`config.mk`:
```
export PLATFORM = sky130hd
export DESIGN_NAME = mux2_rr_arbiter
export DESIGN_NICKNAME = d
export VERILOG_FILES = /design/src/rtl/mux2_rr_arbiter_pkg.sv /design/src/rtl/mux2_rr_arbiter_data.sv /design/src/rtl/mux2_rr_arbiter.sv
export SDC_FILE = /design/constraint.sdc
export NUM_CORES = 1
export LEC_CHECK = 0
export BUFFER_PORTS_ARGS = -buffer_cell sky130_fd_sc_hd__buf_2
export CORE_MARGIN = 2
export CORE_UTILIZATION = 50
export DETAILED_ROUTE_END_ITERATION = 7
export PLACE_DENSITY_LB_ADDON = 0.3
export SLEW_MARGIN = 20
export SYNTH_ARGS = -nofsm -noshare
export SYNTH_HDL_FRONTEND = slang
export SYNTH_HIERARCHICAL = 1
export SYNTH_SLANG_ARGS = --single-unit
```
`constraint.sdc`:
```
create_clock -name clk -period 6.1 [get_ports clk]
set_input_delay 0.305 -clock clk [delete_from_list [all_inputs] [get_ports clk]]
set_output_delay 0.305 -clock clk [all_outputs]
set_load 0.01 [all_outputs]
```
`src/rtl/mux2_rr_arbiter_pkg.sv`:
```
// Shared types and constants for the two-requester round-robin mux arbiter.
// The select encoding also identifies a side, and `last` is stored that way.
package mux_arb_pkg;

    typedef enum logic [1:0] {
        IDLE  = 2'd0,
        GNT_A = 2'd1,
        GNT_B = 2'd2
    } state_t;

    localparam logic SEL_A = 1'b0;
    localparam logic SEL_B = 1'b1;

endpackage

```
`src/rtl/mux2_rr_arbiter_data.sv`:
```
// Combinational 2:1 data mux steered by the arbiter's registered select.
module mux2_data
    import mux_arb_pkg::*;
#(
    parameter int WIDTH = 1
) (
    input  logic [WIDTH-1:0] a,
    input  logic [WIDTH-1:0] b,
    input  logic             s,
    output logic [WIDTH-1:0] y
);

    assign y = (s == SEL_B) ? b : a;

endmodule

```
`src/rtl/mux2_rr_arbiter.sv`:
```
// Round-robin arbiter for two level requesters that owns a shared 2:1 mux select.
// A hold counter bounds how long one side keeps the path while the other waits.
module mux2_rr_arbiter
    import mux_arb_pkg::*;
#(
    parameter  int WIDTH    = 1,
    parameter  int MAX_HOLD = 8,
    localparam int HOLD_W   = $clog2(MAX_HOLD + 1)
) (
    input  logic             clk,
    input  logic             rst_n,
    input  logic             req_a,
    input  logic             req_b,
    input  logic [WIDTH-1:0] a,
    input  logic [WIDTH-1:0] b,
    output logic             gnt_a,
    output logic             gnt_b,
    output logic             s,
    output logic [WIDTH-1:0] y,
    output logic             busy
);

    localparam logic [HOLD_W-1:0] HOLD_LAST = HOLD_W'(MAX_HOLD - 1);

    state_t            state_reg, state_next;
    logic              last_reg, last_next;
    logic              s_reg, s_next;
    logic [HOLD_W-1:0] hold_cnt_reg, hold_cnt_next;

    always_comb begin
        state_next    = state_reg;
        last_next     = last_reg;
        s_next        = s_reg;
        hold_cnt_next = hold_cnt_reg;

        case (state_reg)
            IDLE: begin
                if (req_a && (!req_b || last_reg == SEL_B))
                    state_next = GNT_A;
                else if (req_b)
                    state_next = GNT_B;
            end
            GNT_A: begin
                // A release wins over pre-emption; both land on the same target.
                if (!req_a)
                    state_next = req_b ? GNT_B : IDLE;
                else if (req_b) begin
                    if (hold_cnt_reg == HOLD_LAST)
                        state_next = GNT_B;
                    else
                        hold_cnt_next = hold_cnt_reg + HOLD_W'(1);
                end else
                    hold_cnt_next = '0;
            end
            GNT_B: begin
                if (!req_b)
                    state_next = req_a ? GNT_A : IDLE;
                else if (req_a) begin
                    if (hold_cnt_reg == HOLD_LAST)
                        state_next = GNT_A;
                    else
                        hold_cnt_next = hold_cnt_reg + HOLD_W'(1);
                end else
                    hold_cnt_next = '0;
            end
            default: state_next = IDLE;
        endcase

        // Select only moves on grant entry, so y stays put while idle.
        if (state_next != state_reg) begin
            hold_cnt_next = '0;
            if (state_next == GNT_A) begin
                last_next = SEL_A;
                s_next    = SEL_A;
            end else if (state_next == GNT_B) begin
                last_next = SEL_B;
                s_next    = SEL_B;
            end
        end
    end

    always_ff @(posedge clk or negedge rst_n) begin
        if (!rst_n) begin
            state_reg    <= IDLE;
            last_reg     <= SEL_B;
            s_reg        <= SEL_A;
            hold_cnt_reg <= '0;
        end else begin
            state_reg    <= state_next;
            last_reg     <= last_next;
            s_reg        <= s_next;
            hold_cnt_reg <= hold_cnt_next;
        end
    end

    assign gnt_a = (state_reg == GNT_A);
    assign gnt_b = (state_reg == GNT_B);
    assign busy  = gnt_a | gnt_b;
    assign s     = s_reg;

    mux2_data #(
        .WIDTH(WIDTH)
    ) u_data (
        .a(a),
        .b(b),
        .s(s_reg),
        .y(y)
    );

endmodule

```
* Yosys cells after proc, flatten, opt, wreduce, memory -nomap -nowiden
Index checks and enable logic that the tools add are counted.
** Operators by class
- $add $sub $neg :: 1
- Multipliers :: 0
- Div/mod/pow operators :: 0
- Order comparisons :: 0
- Equal/unequal tests :: 8
- Shift operators :: 0
- Multiplexer cells :: 21
- Bitwise gates (word level) :: 1
- Reductions and logical operators :: 8
** Operator list (count)
- $mux W4 :: 6
- $mux W2 :: 9
- $pmux W4 S2 :: 1
- $ne A3 B2 Y1 const B :: 2
- $pmux W2 S3 :: 1
- $add A4 B1 Y4 const B :: 1
- $eq A2 B1 Y1 const B :: 2
- $eq A2 B2 Y1 const B :: 2
- $eq A4 B3 Y1 const B :: 1
- $mux W1 :: 4
- $reduce_and A3 Y1 :: 1
- $reduce_bool A3 Y1 :: 1
- $logic_not A2 Y1 :: 1
- $ne A2 B2 Y1 :: 1
- $reduce_and A2 Y1 :: 1
- $reduce_bool A2 Y1 :: 1
- $logic_and A1 B1 Y1 :: 1
- $logic_not A1 Y1 :: 1
- $logic_or A1 B1 Y1 :: 1
- $or A1 B1 Y1 :: 1
** Storage, ports and cells
- Register bits after elaboration :: 8
- Latch bits :: 0
- Memory bits (writable) :: 0
- Bits in read-only memories :: 0
- Output and inout port bits :: 5
- Word-level logic and storage cells :: 43
- Memories kept :: 0

* Longest topological paths before layout
Gate-level depths: netlist of the first run.
- Word-level depth :: 8
- Gate-level depth with buffers :: 11
- Gate-level depth less buffers :: 10

* Hierarchy
The synthesis of the first run kept the hierarchy.
** By module, submodules not included
- mux2_rr_arbiter :: instances 1, cells an instance 83, area an instance 792.0 um^2, sequential area each 201.4 um^2
- mux2_data :: instances 1, cells an instance 1, area an instance 15.0 um^2, sequential area each 0.0 um^2

* Worst setup path after synthesis of the first run
OpenSTA, ideal clock, no wires.
- Kind :: reg-to-reg
- Start point :: register state_reg[0]
- End point :: register last_reg
- Arrival :: 2.248 ns
- Path slack :: 3.777 ns
- Cell stages (with the launch flop) :: 10
- Path through :: dfrtp_1 inv_1 ha_1 buf_2 nand3_1 a311o_1 a31o_2 ha_1 a41oi_2 mux2i_1
** Between the ends
- Elaborated cells between the ends (all ways) :: 18
** RTL lines
- start, declared :: RTL line mux2_rr_arbiter.sv:25 : state_t state_reg, state_next;
- start signal, assigned :: RTL line mux2_rr_arbiter.sv:89 : state_reg <= state_next;
- $eq A2 B2 Y1 *
- net gnt_b :: RTL line mux2_rr_arbiter.sv:17 : output logic gnt_b,
- $pmux W2 S3 * :: RTL line mux2_rr_arbiter.sv:36 : case (state_reg)
- $eq A2 B1 Y1 / $eq A2 B2 Y1 (equally long branches) :: RTL line mux2_rr_arbiter.sv:72, mux2_rr_arbiter.sv:75
- $reduce_bool A2 Y1 (no source line)
- $reduce_and A2 Y1 (no source line)
- end signal, assigned :: RTL line mux2_rr_arbiter.sv:90 : last_reg <= last_next;
- end, declared :: RTL line mux2_rr_arbiter.sv:26 : logic last_reg, last_next;
The timed path passes the listed nets; every way through them passes the cells marked *.
A chain may end at the register's enable or synchronous reset.

* Worst setup path after layout of the first run
- Start point :: register state_reg[0]
- End point :: register s_reg (netlist: s)
** Between the ends
- Cells in the longest elaborated chain, start to end :: 7
- Elaborated cells between the ends (all ways) :: 18
** RTL lines
- $mux W2 (on tied branches) :: RTL line mux2_rr_arbiter.sv:59, mux2_rr_arbiter.sv:48
- $mux W2 (on tied branches) :: RTL line mux2_rr_arbiter.sv:58, mux2_rr_arbiter.sv:47
- $mux W2 (on tied branches) :: RTL line mux2_rr_arbiter.sv:56, mux2_rr_arbiter.sv:45
- $pmux W2 S3 :: RTL line mux2_rr_arbiter.sv:36
- $eq A2 B1 Y1 / $eq A2 B2 Y1 (equally long branches) :: RTL line mux2_rr_arbiter.sv:72, mux2_rr_arbiter.sv:75
- $reduce_bool A2 Y1 (no source line)
- $reduce_and A2 Y1 (no source line)
- end signal, assigned :: RTL line mux2_rr_arbiter.sv:91 : s_reg <= s_next;
- end, declared :: RTL line mux2_rr_arbiter.sv:27 : logic s_reg, s_next;
Several ways; a longest one is shown, not always the timed one.

==> impl_results.md, run 1 <==
- Outcome: complete, no violations
- Register area: 201 µm²
- Syn avg cell area: 9.61 µm²
- Vias in the first global route: 622
- Initial drt markers: 11
- Period utilization: 40.5%
- IO Count: 11
- R2r setup slk: 3630 ps
- Power Density: between 400 and 500 nW/µm²
- Post-synthesis sequential area ratio: about a quarter
- R2R depth: 8
- Std-Cell Rows: 14
- Initial antenna violation count: 0
- Crit-path max FO: 9
- # clock sinks: 8
- Hold crit path type: input pin to asynchronous set/reset pin
- Yosys top cell by area: dfrtp_1
- CTS resizes: 0
- Nets@finish: 108
- Routed wl met2: 735 µm
- Final Hold Fails: 0
- Synth top area share: 21.7%
- Die Span X: 44.2 µm
- TritonRoute pass-1 iters: 5
- Syn_nets: 96
- Top post-synthesis cells by area: dfrtp_1 22%, ha_1 9.3%, mux2i_1 5.0%
- Pins Over Slew Limit: 0
- Layout area overhead: 9.61%
- Relative slew slack: 70.1%
- Seq pwr share: between 20 and 25%
- Synth Flop Type: dfrtp_1
- Syn Std Cell Area: 807 µm²
- Setup crit end kind: register
- Max reg flops: 4
- Reg2reg end: s$_DFFE_PN0P_
- RSZ-0062 raised after global routing: no
- Post-Synthesis Cells: between 80 and 90
- Switching portion of total power: about half
- Fmax: between 400 and 500 MHz
- Startpoint type of the worst setup path: register
- GPL Wtd Cong: 0.900
- Async SR Flop Fraction: 100%
- Slew @ Worst Pin: approximately 450 ps
- I/O Buffers: 10
- Wirelength, routed: 1.63 mm
- CTS tree: done
- Max Used Layer: met4
- Drt via density: roughly 6
- Fin Clk Skew: about 2.2 ps
- Vias: 667
- GR Util All Layers: between 10% and 20%
- Yosys reg bits: 8
- Die Ht: between 40 and 50 µm
- Final std cells w/o fill: 111
- Number of synthesized flops with an enable pin: 0
- Final Critical Period: 2470 ps
- H-tree levels: 1
- Yosys cell types: 43
- Placed Instances: around 110
- CP arrival: 2640 ps
- Power share of the clock group: between 10% and 20%
- Initial Util: between 50% and 60%
- Detail Placement HPWL: 1.30 mm
- Routed wl met3: 45 µm
- Crit path kind: register to register
- Power Internal: roughly 210 µW
- Max-cap violations: 0
- RR Startpoint: state_reg[0]$_DFF_PN0_
- Pin count of the biggest net entering global routing: 11
- First-pass GRT wire length: 2.79 mm
- Switching power: 195 µW
- Leakage: 0.000393 µW
- DR WL/cell: 14.7 µm
- Routed Antenna Nets: 0
- Share of cells above drive strength 1: between 30% and 40%
- CTS Buf Count: 3
- Worst vdd ir: 273 µV
- Setup violations, final: 0
- Worst Setup SP: state_reg[0]$_DFF_PN0_
- Die area: 1950 µm²
- GRT overflow: 0
- Comb pwr share: between 60% and 70%
- DRC: 0
- Multi-input logic area: about 540 µm²
- Clock Tree Root: clkbuf_4
- ANT cells: 0
- Clk buf depth: 2
- CP required: 6270 ps
- YS warnings: 6
- Most frequent cells after synthesis: 7 x dfrtp_1, 7 x nand2_1, 6 x ha_1, 6 x inv_1, 5 x nor2_1
- TNS Setup: 0 ps
- Core Area: 1510 µm²
- Clk slew on worst S/H paths: about 50 ps
- Fill cells: 149
- DRT met1 WL: 836 µm
- Clock latency on the worst-skew pair: 250 ps
## power groups by stage
stage          Clock, µW  Sequential (µW)  Combinational, µW
2_1_floorplan          0             85.0                227
3_3_place_gp           0             91.9                265
3_5_place_dp           0             92.8                272
4_1_cts             44.0             92.1                273
5_1_grt             46.5             95.2                298
6_report            41.5             92.7                272
## how the worst max path moves through the flow
stage | to | slack, ps
after floorplan | last_reg$_DFFE_PN1P_ | 3780
after global placement | s$_DFFE_PN0P_ | 3700
after detailed placement | s$_DFFE_PN0P_ | 3620
after CTS | s$_DFFE_PN0P_ | 3620
after global routing | s$_DFFE_PN0P_ | 3510
final | s$_DFFE_PN0P_ | 3630
## metal layers
layer  track usage, %  vias up
li1                 -      337
met1             26.9      315
met2             29.7       13
met3             2.45        2
met4             7.27        0
met5                0        -
## final cells by class
class                           count  share of cell area [%]
Inverter                            8                    3.68
Multi-Input combinational cell     64                    61.5
Tap cell                           16                    2.26
Timing Repair Buffer               11                    6.79
Clock buffer                        4                    2.97
Sequential cell                     8                    22.8
## layout by cell type (no fill, tap or decap), types with 4 or more instances in the layout
cell,Yosys,routed
buf_2,2,10
a21oi_1,4,4
ha_1,6,6
inv_1,6,6
nand2_1,7,7
dfrtp_1,7,7
mux2i_1,4,4
nor2_1,5,5
## critical path: stages (launching register included)
cell     delay [ps]
dfrtp_1         470
inv_1           140
ha_1            380
nand3_1         120
a311o_1         360
a31o_2          210
ha_1            280
a41oi_2         210
mux2i_1         200
## stage by stage
stage	hold slack, ps	instance area, µm²	utilization [%]	power, µW	setup WS [ps]
3_5_place_dp	153	848	56.3	365	3620
2_1_floorplan	9.41	807	-	312	3780
6_report	415	885	58.7	406	3630
3_3_place_gp	152	848	56.3	357	3700
4_1_cts	412	885	58.7	409	3620
5_1_grt	441	885	58.7	439	3510
## logic make-up (layout without fill, tap and decap cells)
logic type      Yosys count  in the layout  synth area share [%]
flops                     8              8                  25.0
simple gates             25             25                  18.0
mux                       5              5                  6.82
fa+ha+maj                 6              6                  9.30
buf+inv                  12             23                  7.60
xor+xnor                  1              1                  1.09
compound gates           27             27                  32.2
## repair_timing
| action | CTS | global route |
|---|---|---|
| hold buffers | 1 | 0 |
| endpoints found under the hold margin | 7 | 0 |
| buffers inserted | 0 | 0 |
| endpoints found under the setup margin | 0 | 0 |
(Power assumes the default switching activity.)
==> run 2: changes to the inputs <==
==> constraint.sdc (replaced) <==
create_clock -name clk -period 2.6 [get_ports clk]
set_input_delay 0.13 -clock clk [delete_from_list [all_inputs] [get_ports clk]]
set_output_delay 0.13 -clock clk [all_outputs]
set_load 0.01 [all_outputs]
==> run 2 against run 1 <==
Net effect: total power rose by 140%; fmax rose by 4.0%; clock power grew 150%; wire length is 1.3% higher; setup slack got worse by 3400 ps; global-route usage barely moved; largest power group unchanged; sequential power up 130%; critical path type unchanged; register-to-register slack got worse by 3400 ps.
==> impl_results.md, run 2 (same netlist as run 1, synthesis figures left out) <==
- ANT cells: 0 (unchanged)
- Routed Antenna Nets: 0 (unchanged)
- Hold crit path type: input pin to asynchronous set/reset pin (unchanged)
- Final Hold Fails: 0 (unchanged)
- Vias in the first global route: 669 (was 622)
- Die Ht: 44.2 µm (unchanged)
- Die area: 1950 µm² (unchanged)
- CTS resizes: 0 (unchanged)
- CTS Buf Count: 3 (unchanged)
- Pwr Total: 973 µW (was 406 µW)
- Register area: 201 µm² (unchanged)
- Pin count of the biggest net entering global routing: 11 (unchanged)
- I/O Buffers: 10 (unchanged)
- R2R depth: 10 (was 8)
- Clk slew on worst S/H paths: 60 ps (was 50 ps)
- Crit-path max FO: 8 (was 9)
- Clock latency on the worst-skew pair: 250 ps (about the same)
- CP arrival: 2550 ps (was 2640 ps)
- Slew @ Worst Pin: 439 ps (was 448 ps)
- # clock sinks: 8 (unchanged)
- Multi-input logic area: 544 µm² (unchanged)
- DRC: 0 (unchanged)
- CTS tree: done (unchanged)
- Std-Cell Rows: 14 (unchanged)
- Setup violations, final: 0 (unchanged)
- Fin Clk Skew: 1.39 ps (was 2.23 ps)
- GRT overflow: 0 (unchanged)
- Initial antenna violation count: 0 (unchanged)
- GR Util All Layers: 19.0% (was 19.1%)
- Vias: 695 (was 667)
- Startpoint type of the worst setup path: register (unchanged)
- Drt via density: 6.15 (was 6.01)
- Most frequent cells in the layout: 10 x buf_2, 7 x nand2_1, 7 x dfrtp_1, 6 x inv_1, 6 x ha_1 (unchanged)
- Commonest non-fill, non-tap cell in the layout: buf_2 (unchanged)
- TNS Setup: 0 ps (unchanged)
- Worst Setup SP: state_reg[0]$_DFF_PN0_ (unchanged)
- DR WL/cell: 14.6 µm (was 14.7 µm)
- CP required: 2770 ps (was 6270 ps)
- Final cell area excluding filler cells: 900 µm² (was 885 µm²)
- IO Count: 11 (unchanged)
- Worst path slowest cell: dfrtp_1 (unchanged)
- Fill cells: 128 (was 149)
- Reg2reg end: s$_DFFE_PN0P_ (unchanged)
- GPL Wtd Cong: 0.892 (was 0.900)
- H-tree levels: 1 (unchanged)
- Crit path top cell by count: ha_1 (unchanged)
- Detail Placement HPWL: 1.27 mm (was 1.30 mm)
- Max-cap violations: 0 (unchanged)
- WP buf/inv: 1 (unchanged)
- Power Density: 1080 nW/µm² (was 459 nW/µm²)
- Final Critical Period: 2380 ps (was 2470 ps)
- Nets@finish: 110 (was 108)
- Max reg flops: 4 (unchanged)
- Share of cells above drive strength 1: 33.0% (was 31.6%)
- First-pass GRT wire length: 2.77 mm (was 2.79 mm)
- Period utilization: 91.5% (was 40.5%)
- Relative slew slack: 70.7% (was 70.1%)
- Fmax: 420 MHz (was 404 MHz)
- Die Span X: 44.2 µm (unchanged)
- Clock Tree Root: clkbuf_4 (unchanged)
- Layout area overhead: 11.5% (was 9.61%)
- Outcome: complete, no violations (unchanged)
- Initial Util: 53.6% (unchanged)
- Crit path kind: register to register (unchanged)
- Cell area after placement: 863 µm² (was 848 µm²)
- Pins Over Slew Limit: 0 (unchanged)
- CP Cell Sequence: inv_1, ha_1, nand2_1, o21ai_1, nand2b_1, a21oi_1, nor2_1, ha_1, a41oi_2, mux2i_1 (was inv_1, ha_1, nand3_1, a311o_1, a31o_2, ha_1, a41oi_2, mux2i_1)
- Wirelength, routed: 1.65 mm (was 1.63 mm)
- TritonRoute pass-1 iters: 4 (was 5)
- Clk buf depth: 2 (unchanged)
- CP peak stage delay: 480 ps (was 470 ps)
- Worst vdd ir: 629 µV (was 273 µV)
- Cell family with most CP delay: adder cells (was compound AO/OA/AOI/OAI gates)
- RR Startpoint: state_reg[0]$_DFF_PN0_ (unchanged)
- Setup crit end kind: register (unchanged)
- R2r setup slk: 220 ps (was 3630 ps)
- Leakage: 0.000403 µW (was 0.000393 µW)
- Initial drt markers: 18 (was 11)
- Core Area: 1510 µm² (unchanged)
- RSZ-0062 raised after global routing: no (unchanged)
run 2: layer usage:
layer	GRT usage, %	wire, µm
met1	26.3	755
met2	28.5	749
met3	2.45	133
met4	10.9	16
met5	0	0
run 2: area by class of cell:
cell class	count	share of cell area, %
multi-input cells	64	60.5
flip-flops and latches	8	22.4
repair buffers	13	8.34
inverters	8	3.62
clock buffers	4	2.92
well taps	16	2.23
run 2: worst max-delay path by stage:
stage / to / slack [ps] / cells after the start
floorplan: last_reg$_DFFE_PN1P_ / 280 / 9
global placement: s$_DFFE_PN0P_ / 280 / 10
detailed placement: s$_DFFE_PN0P_ / 230 / 10
CTS: s$_DFFE_PN0P_ / 210 / 10
global route: s$_DFFE_PN0P_ / 40 / 10
finish: s$_DFFE_PN0P_ / 220 / 10
run 2: what timing repair did:
| action | 4_1_cts | 5_1_grt |
|---|---|---|
| endpoints found under the setup margin | 0 | 0 |
| endpoints found under the hold margin | 8 | 0 |
| hold buffers | 1 | 0 |
| setup buffers | 0 | 0 |
run 2: stage by stage:
step | util (%) | instances | worst slack [ps] | hold WS, ps
after floorplan | - | 84 | 277 | -166
after global placement | 57.3 | 108 | 279 | -15.4
after detailed placement | 57.3 | 108 | 228 | -14.0
after CTS | 59.7 | 113 | 209 | 240
after global routing | 59.7 | 113 | 36.1 | 273
final | 59.7 | 113 | 221 | 243
run 2: worst register-to-register path: stages, from the launching register on:
cell,delay [ps]
dfrtp_1,480
inv_1,150
ha_1,290
nand2_1,80
o21ai_1,230
nand2b_1,140
a21oi_1,40
nor2_1,180
ha_1,270
a41oi_2,220
mux2i_1,220
run 2: report_power, final:
group	leakage, µW	internal, µW	switching [µW]
clock	0.0000150	58.8	43.4
sequential	0.000101	165	45.2
combinational	0.000287	285	375
